--- src/rtl/alu_pkg.sv ---
// Shared types and encodings for the ALU control decoder and the iterative M-extension unit.
package alu_pkg;

  // Instruction class handed over by the main decoder.
  typedef enum logic [1:0] {
    ALUOP_LDST   = 2'b00,
    ALUOP_BRANCH = 2'b01,
    ALUOP_RTYPE  = 2'b10,
    ALUOP_ITYPE  = 2'b11
  } alu_op_t;

  // ALU operation selects: {fun7[5], fun3}.
  localparam logic [3:0] ALU_ADD  = 4'b0000;
  localparam logic [3:0] ALU_SUB  = 4'b1000;
  localparam logic [3:0] ALU_SLL  = 4'b0001;
  localparam logic [3:0] ALU_SLT  = 4'b0010;
  localparam logic [3:0] ALU_SLTU = 4'b0011;
  localparam logic [3:0] ALU_XOR  = 4'b0100;
  localparam logic [3:0] ALU_SRL  = 4'b0101;
  localparam logic [3:0] ALU_SRA  = 4'b1101;
  localparam logic [3:0] ALU_OR   = 4'b0110;
  localparam logic [3:0] ALU_AND  = 4'b0111;

  // RV32M fun3 encodings.
  localparam logic [2:0] F3_MUL    = 3'b000;
  localparam logic [2:0] F3_MULH   = 3'b001;
  localparam logic [2:0] F3_MULHSU = 3'b010;
  localparam logic [2:0] F3_MULHU  = 3'b011;
  localparam logic [2:0] F3_DIV    = 3'b100;
  localparam logic [2:0] F3_DIVU   = 3'b101;
  localparam logic [2:0] F3_REM    = 3'b110;
  localparam logic [2:0] F3_REMU   = 3'b111;

  localparam logic [6:0] FUNCT7_MULDIV = 7'b0000001;

  // Sequencer states; the encoding is also exported on the debug port.
  typedef enum logic [1:0] {
    MDU_IDLE = 2'd0,
    MDU_RUN  = 2'd1,
    MDU_DONE = 2'd2
  } mdu_state_t;

  // rs1 is treated as signed for MUL, MULH, MULHSU, DIV and REM.
  function automatic logic f3_signed_a(input logic [2:0] f3);
    return (f3 == F3_MUL) || (f3 == F3_MULH) || (f3 == F3_MULHSU) ||
           (f3 == F3_DIV) || (f3 == F3_REM);
  endfunction

  // rs2 is treated as signed for MUL, MULH, DIV and REM.
  function automatic logic f3_signed_b(input logic [2:0] f3);
    return (f3 == F3_MUL) || (f3 == F3_MULH) || (f3 == F3_DIV) || (f3 == F3_REM);
  endfunction

endpackage

--- src/rtl/mdu_iter_core.sv ---
// Radix-2 multiply/divide datapath: operand capture, shared 2*XLEN accumulator,
// iteration counter and final sign fix-up. Sequencing comes from alu_mdu_ctrl.
module mdu_iter_core
  import alu_pkg::*;
#(
  parameter int XLEN = 32
) (
  input  logic            clk,
  input  logic            rst_n,
  input  logic            i_load,
  input  logic            i_step,
  input  logic            i_done,
  input  logic [2:0]      i_fun3,
  input  logic [XLEN-1:0] i_rs1,
  input  logic [XLEN-1:0] i_rs2,
  output logic            o_count_last,
  output logic            o_special,
  output logic [XLEN-1:0] o_result
);

  localparam int CW = $clog2(XLEN + 1);

  logic [2:0]        r_fun3;
  logic [XLEN-1:0]   r_b;
  logic [2*XLEN-1:0] r_acc;
  logic              r_neg_q;
  logic              r_neg_r;
  logic              r_special;
  logic [XLEN-1:0]   r_special_val;
  logic [CW-1:0]     r_count;

  logic              w_a_neg;
  logic              w_b_neg;
  logic [XLEN-1:0]   w_a_mag;
  logic [XLEN-1:0]   w_b_mag;
  logic              w_div0;
  logic              w_ovf;
  logic [XLEN-1:0]   w_special_val;
  logic [XLEN:0]     w_mul_sum;
  logic [2*XLEN-1:0] w_mul_next;
  logic [XLEN:0]     w_shift;
  logic              w_ge;
  logic [XLEN-1:0]   w_sub;
  logic [2*XLEN-1:0] w_div_next;
  logic [2*XLEN-1:0] w_prod;
  logic [XLEN-1:0]   w_quo;
  logic [XLEN-1:0]   w_rem;
  logic [XLEN-1:0]   w_sel;

  // Operand magnitudes and special-case detection on the raw (uncaptured) operands.
  always_comb begin
    w_a_neg = f3_signed_a(i_fun3) & i_rs1[XLEN-1];
    w_b_neg = f3_signed_b(i_fun3) & i_rs2[XLEN-1];
    w_a_mag = w_a_neg ? (~i_rs1 + 1'b1) : i_rs1;
    w_b_mag = w_b_neg ? (~i_rs2 + 1'b1) : i_rs2;
    w_div0  = i_fun3[2] & (i_rs2 == '0);
    w_ovf   = ((i_fun3 == F3_DIV) || (i_fun3 == F3_REM)) &&
              (i_rs1 == {1'b1, {(XLEN-1){1'b0}}}) && (i_rs2 == '1);
    w_special_val = '0;
    if (w_div0)
      w_special_val = i_fun3[1] ? i_rs1 : '1;
    else if (w_ovf)
      w_special_val = i_fun3[1] ? '0 : i_rs1;
    o_special = w_div0 | w_ovf;
  end

  // One iteration: multiply adds r_b into the high half when the current
  // multiplier bit is set, then shifts right; divide shifts left and does a
  // restoring subtract, feeding the quotient bit into the low half.
  always_comb begin
    w_mul_sum  = {1'b0, r_acc[2*XLEN-1:XLEN]} + (r_acc[0] ? {1'b0, r_b} : '0);
    w_mul_next = {w_mul_sum, r_acc[XLEN-1:1]};
    w_shift    = r_acc[2*XLEN-1:XLEN-1];
    w_ge       = (w_shift >= {1'b0, r_b});
    w_sub      = w_shift[XLEN-1:0] - r_b;
    w_div_next = w_ge ? {w_sub, r_acc[XLEN-2:0], 1'b1}
                      : {w_shift[XLEN-1:0], r_acc[XLEN-2:0], 1'b0};
  end

  // Operand capture, iteration and counter.
  always_ff @(posedge clk) begin
    if (!rst_n) begin
      r_fun3        <= '0;
      r_b           <= '0;
      r_acc         <= '0;
      r_neg_q       <= 1'b0;
      r_neg_r       <= 1'b0;
      r_special     <= 1'b0;
      r_special_val <= '0;
      r_count       <= '0;
    end else if (i_load) begin
      r_fun3        <= i_fun3;
      r_b           <= w_b_mag;
      r_acc         <= {{XLEN{1'b0}}, w_a_mag};
      r_neg_q       <= w_a_neg ^ w_b_neg;
      r_neg_r       <= w_a_neg;
      r_special     <= o_special;
      r_special_val <= w_special_val;
      r_count       <= CW'(XLEN);
    end else if (i_step) begin
      r_acc   <= r_fun3[2] ? w_div_next : w_mul_next;
      r_count <= r_count - CW'(1);
    end
  end

  // Sign fix-up and result select; the output is zero outside the done cycle.
  always_comb begin
    w_prod = r_neg_q ? (~r_acc + 1'b1) : r_acc;
    w_quo  = r_neg_q ? (~r_acc[XLEN-1:0] + 1'b1) : r_acc[XLEN-1:0];
    w_rem  = r_neg_r ? (~r_acc[2*XLEN-1:XLEN] + 1'b1) : r_acc[2*XLEN-1:XLEN];
    w_sel  = '0;
    case (r_fun3)
      F3_MUL:                       w_sel = w_prod[XLEN-1:0];
      F3_MULH, F3_MULHSU, F3_MULHU: w_sel = w_prod[2*XLEN-1:XLEN];
      F3_DIV, F3_DIVU:              w_sel = w_quo;
      default:                      w_sel = w_rem;
    endcase
    o_result     = i_done ? (r_special ? r_special_val : w_sel) : '0;
    o_count_last = (r_count == CW'(1));
  end

endmodule

--- src/rtl/alu_mdu_ctrl.sv ---
// ALU control decode plus the RV32M sequencer FSM and pipeline stall.
// Handshake: the core holds valid_i and the instruction fields stable while
// stall is high; mdu_done pulses for one cycle with mdu_result, stall drops in
// that same cycle and the core advances.
module alu_mdu_ctrl
  import alu_pkg::*;
#(
  parameter int XLEN      = 32,
  parameter bit ENABLE_M  = 1'b1,
  parameter bit EARLY_OUT = 1'b1
) (
  input  logic            clk,
  input  logic            rst_n,
  input  logic            valid_i,
  input  logic            flush_i,
  input  logic [6:0]      fun7,
  input  logic [2:0]      fun3,
  input  logic [1:0]      alu_op,
  input  logic [XLEN-1:0] rs1_i,
  input  logic [XLEN-1:0] rs2_i,
  output logic [3:0]      alu_ctrl,
  output logic            mdu_sel,
  output logic            stall,
  output logic [XLEN-1:0] mdu_result,
  output logic            mdu_done,
  output logic [1:0]      dbg_state
);

  mdu_state_t r_state;
  mdu_state_t w_next;
  logic       w_is_md;
  logic       w_load;
  logic       w_step;
  logic       w_count_last;
  logic       w_special;

  // Legacy ALU control decode; shifts keep fun7[5] for immediates too.
  always_comb begin
    alu_ctrl = ALU_ADD;
    case (alu_op_t'(alu_op))
      ALUOP_LDST:   alu_ctrl = ALU_ADD;
      ALUOP_BRANCH: alu_ctrl = ALU_SUB;
      ALUOP_RTYPE:  alu_ctrl = {fun7[5], fun3};
      default:      alu_ctrl = ((fun3 == 3'b001) || (fun3 == 3'b101)) ?
                               {fun7[5], fun3} : {1'b0, fun3};
    endcase
  end

  // M-extension instruction detect and the pipeline-facing strobes.
  always_comb begin
    w_is_md   = ENABLE_M && (alu_op == ALUOP_RTYPE) && (fun7 == FUNCT7_MULDIV);
    mdu_sel   = w_is_md;
    stall     = rst_n & ~flush_i & valid_i & w_is_md & (r_state != MDU_DONE);
    mdu_done  = (r_state == MDU_DONE) & ~flush_i;
    dbg_state = r_state;
  end

  // Sequencer state register.
  always_ff @(posedge clk) begin
    if (!rst_n) r_state <= MDU_IDLE;
    else        r_state <= w_next;
  end

  // Next state and datapath strobes; flush overrides everything.
  always_comb begin
    w_next = r_state;
    w_load = 1'b0;
    w_step = 1'b0;
    case (r_state)
      MDU_IDLE: begin
        if (valid_i && w_is_md) begin
          w_load = 1'b1;
          w_next = (EARLY_OUT && w_special) ? MDU_DONE : MDU_RUN;
        end
      end
      MDU_RUN: begin
        w_step = 1'b1;
        if (w_count_last) w_next = MDU_DONE;
      end
      MDU_DONE: w_next = MDU_IDLE;
      default:  w_next = MDU_IDLE;
    endcase
    if (flush_i) begin
      w_next = MDU_IDLE;
      w_load = 1'b0;
      w_step = 1'b0;
    end
  end

  mdu_iter_core #(.XLEN(XLEN)) u_core (
    .clk          (clk),
    .rst_n        (rst_n),
    .i_load       (w_load),
    .i_step       (w_step),
    .i_done       (mdu_done),
    .i_fun3       (fun3),
    .i_rs1        (rs1_i),
    .i_rs2        (rs2_i),
    .o_count_last (w_count_last),
    .o_special    (w_special),
    .o_result     (mdu_result)
  );

endmodule

--- config.mk ---
export PLATFORM = sky130hd
export DESIGN_NAME = alu_mdu_ctrl
export DESIGN_NICKNAME = d
export VERILOG_FILES = /design/src/rtl/alu_pkg.sv /design/src/rtl/mdu_iter_core.sv /design/src/rtl/alu_mdu_ctrl.sv
export SDC_FILE = /design/constraint.sdc
export NUM_CORES = 1
export LEC_CHECK = 0
export ABC_AREA = 1
export CAP_MARGIN = 20
export CORE_MARGIN = 2
export CORE_UTILIZATION = 40
export CTS_CLUSTER_SIZE = 25
export DETAILED_ROUTE_END_ITERATION = 6
export HOLD_SLACK_MARGIN = 0.15
export PLACE_DENSITY_LB_ADDON = 0.12
export SKIP_CTS_REPAIR_TIMING = 1
export SYNTH_ARGS = -nofsm -noshare
export SYNTH_HDL_FRONTEND = slang
export SYNTH_HIERARCHICAL = 1
export SYNTH_SLANG_ARGS = --single-unit
export TNS_END_PERCENT = 20
--- constraint.sdc ---
create_clock -name clk -period 2.8 [get_ports clk]
set_clock_uncertainty 0.15 [all_clocks]
set_input_delay 0.56 -clock clk [delete_from_list [all_inputs] [get_ports clk]]
set_output_delay 0.56 -clock clk [all_outputs]
set_load 0.03 [all_outputs]
==> results of run 1 <==
routing by layer:
layer	routed length (um)	vias to the layer above	track usage (%)
met2	36700	1385	58.7
met3	11300	207	9.24
met1	39300	11600	57.5
met4	3400	2	14.1
met5	13	-	0
li1	-	11700	-
kinds of logic (layout without fill, tap and decap cells):
| logic type | Yosys count | after routing | synth area share (%) |
|---|---|---|---|
| fa+ha+maj | 73 | 73 | 5.45 |
| xor+xnor | 43 | 43 | 2.21 |
| compound gates | 693 | 693 | 22.3 |
| buf+inv | 589 | 1321 | 13.5 |
| flops | 142 | 142 | 16.7 |
| simple gates | 1579 | 1579 | 39.9 |
cell usage in the layout, fill, tap and decap left out, types with 26 or more instances in the layout:
cell type	synthesis	final
nor2_1	326	266
a21oi_1	267	236
inv_2	11	26
buf_12	0	45
dfxtp_1	142	111
nand2_2	13	45
buf_4	7	675
nand2_1	789	752
ha_1	71	55
o21ai_0	272	253
nand3_1	261	246
clkdlybuf4s50_1	0	84
xor2_1	30	29
nor2_2	17	56
o211ai_1	50	50
o21ai_1	12	26
dfxtp_2	0	27
inv_1	456	438
nand4_1	63	63
a21oi_2	5	35
nor3_1	60	52
sequential cells by signal, summed over array words and instances, names as in the netlist:
register / cells
u_core/r_neg_r: 1
u_core/r_neg_q: 1
u_core/r_count: 6
u_core/r_fun3: 3
u_core/r_special_val: 32
u_core/r_special: 1
u_core/r_b: 32
u_core/r_acc: 64
dbg_state: 2
per-stage QoR:
step / worst slack (ps) / setup TNS (ps) / hold WS (ps) / total power [mW]
floorplan: -100 / -352 / 271 / 2.31
global placement: -415 / -9260 / 291 / 2.64
detailed placement: -392 / -15610 / 297 / 2.65
CTS: -921 / -25230 / 311 / 4.95
global route: -691 / -20030 / 335 / 5.10
finish: -566 / -14520 / 309 / 4.96
worst max-delay path, cell delays in order (launching register included):
cell,delay (ps)
dfxtp_1,320
nor2_1,110
buf_4,150
nand3_2,160
nor2_4,180
nand2_1,120
nor3_4,210
buf_4,150
nand2_1,60
xor2_1,140
nand2_1,60
nand3_1,90
a21oi_2,190
buf_4,140
buf_12,110
final timing paths:
kind                                                from                        to  slack, ps
worst min register to register  u_core/r_special_val[31]  u_core/r_special_val[31]        310
worst max-delay path                    u_core/r_acc[15]            mdu_result[28]       -570
worst max register to register          u_core/r_acc[37]           u_core/r_acc[0]        -40
worst min-delay path            u_core/r_special_val[31]  u_core/r_special_val[31]        310
layout make-up:
class | instances | area share (%)
well taps | 539 | 2.63
flip-flops and latches | 142 | 11.3
clock inverters | 13 | 0.479
clock buffers | 19 | 1.77
repair buffers | 813 | 27.0
inverters | 476 | 7.01
multi-input cells | 2388 | 49.8
power breakdown:
group | internal [mW] | switching [mW] | total, mW | leakage [nW]
logic | 0.267 | 0.342 | 0.609 | 11.6
registers | 2.01 | 0.000927 | 2.02 | 1.16
clock network | 1.22 | 1.12 | 2.34 | 0.280
total | 3.50 | 1.47 | 4.96 | 13.0
==> results.yml, run 1 <==
clock_tree:
  h-tree-depth: 4
  cts_tree: "built"
  clk-insertion-delay-late_ps: 480
  cts_num_sinks: 142
  path_clk_slew_ps: 70
  cts_max_path_buffers: 2
  cts_buffers: 17
  clk_root_buffer_cell: "clkbuf_16"
final_layout:
  layout.nets: 3991
  syn2layout_area_growth_pct: 50.3
  antenna_cells: 0
  regArea_um2: 2890
  multi_input_area_um2: 12700
  stdcell_count: 4390
  drive_above_1_share_pct: 27.6
  fill_cells: 4143
  fin_util_pct: 61.0
  postLayoutCellArea_um2: 25600
die:
  num_rows: 75
  io_pins: 121
  die_y_um: 210
  core_um2: 41900
  die_w_um: 210
  start_util_pct: 40.6
  die_area_um2: 44300
global_routing:
  grt_max_degree: 62
  grt_use_total_pct: 40.2
  overflow: 0
  grt_pass1_wl_mm: 135
  antenna_found_initial: 3
  grt_pass1_vias: 22700
drt:
  drtIter0Drc: 2871
  viasPerCell: 5.67
  drtPass1Iterations: 6
  drt-total-wl_mm: 90.8
  vias: 24900
  post-route-drc-count: 0
  ant_nets: 0
  drt-wirelength-per-cell_um: 20.7
yosys:
  synth_edf_count: 0
  synth.avg_cell_area_um2: 5.46
  ys_ff_latch: 142
  yosys.area.top_type_share_pct: 17.4
  yosysUniqueCellTypes: 61
  ys_async_sr_fraction_pct: 0
  ys.warnings.count: 6
  ys_seq_area_share_pct: 16.7
  postSynthNetCount: 3272
  synth_area_leaders: "nand2_1 17%, dfxtp_1 17%, inv_1 10%, o21ai_0 8.0%, a21oi_1 7.8%"
  synth_top_flop_cell: "dfxtp_1"
  synth_area_um2: 17000
  synth_most_common_cell: "nand2_1"
  synth_cells: 3119
  synth_common_cells: "789 x nand2_1, 456 x inv_1, 326 x nor2_1"
  yosys.area.top_type: "nand2_1"
pwr:
  power_leakage_nw: 13.0
  power_density_nw_per_um2: 194
  vdd_drop_max_mv: 0.244
place:
  placed_area_um2: 24000
  place_congestion: 1.07
  io_buffers: 120
  dpl.cell_count: 4349
  dpl.hpwl_mm: 75.3
run_status:
  status: "finished, violations left"
  violations: "setup timing"
min_path:
  hold_depth: 2
  worstHoldPathType: "register to register"
timing:
  grt_setup_unrepaired: "yes"
  fin_ws_ps: -566
  tightestPinTransition_ps: 905
  layout_min_cycle_time_ps: 3370
  slew-limit-headroom_pct: 39.1
  setup_viol: 35
  fin_crit_sh_pct: 120
  fmax_mhz: 297
  slew_violations: 0
  hold_viol_final: 0
critical_path:
  cp.arrival_ps: 2660
  start_kind: "register"
  r2r_cells: 17
  critPathMaxFanout: 4
  worstSetupPathType: "register to output port"
  end_kind: "output port"
  cp.required_ps: 2090
job:
  maxCapViolCount: 0
Note: power is estimated with default switching activity, not from simulation.
==> inputs of run 2 (changes only) <==
--- a/config.mk
+++ b/config.mk
@@ -6,7 +6,7 @@
 export NUM_CORES = 1
 export LEC_CHECK = 0
 export ABC_AREA = 1
-export CAP_MARGIN = 20
+export CAP_MARGIN = 25
 export CORE_MARGIN = 2
 export CORE_UTILIZATION = 40
 export CTS_CLUSTER_SIZE = 25
==> results of run 2 <==
No change in the layout: final DEF, timing and power equal those of run 1.
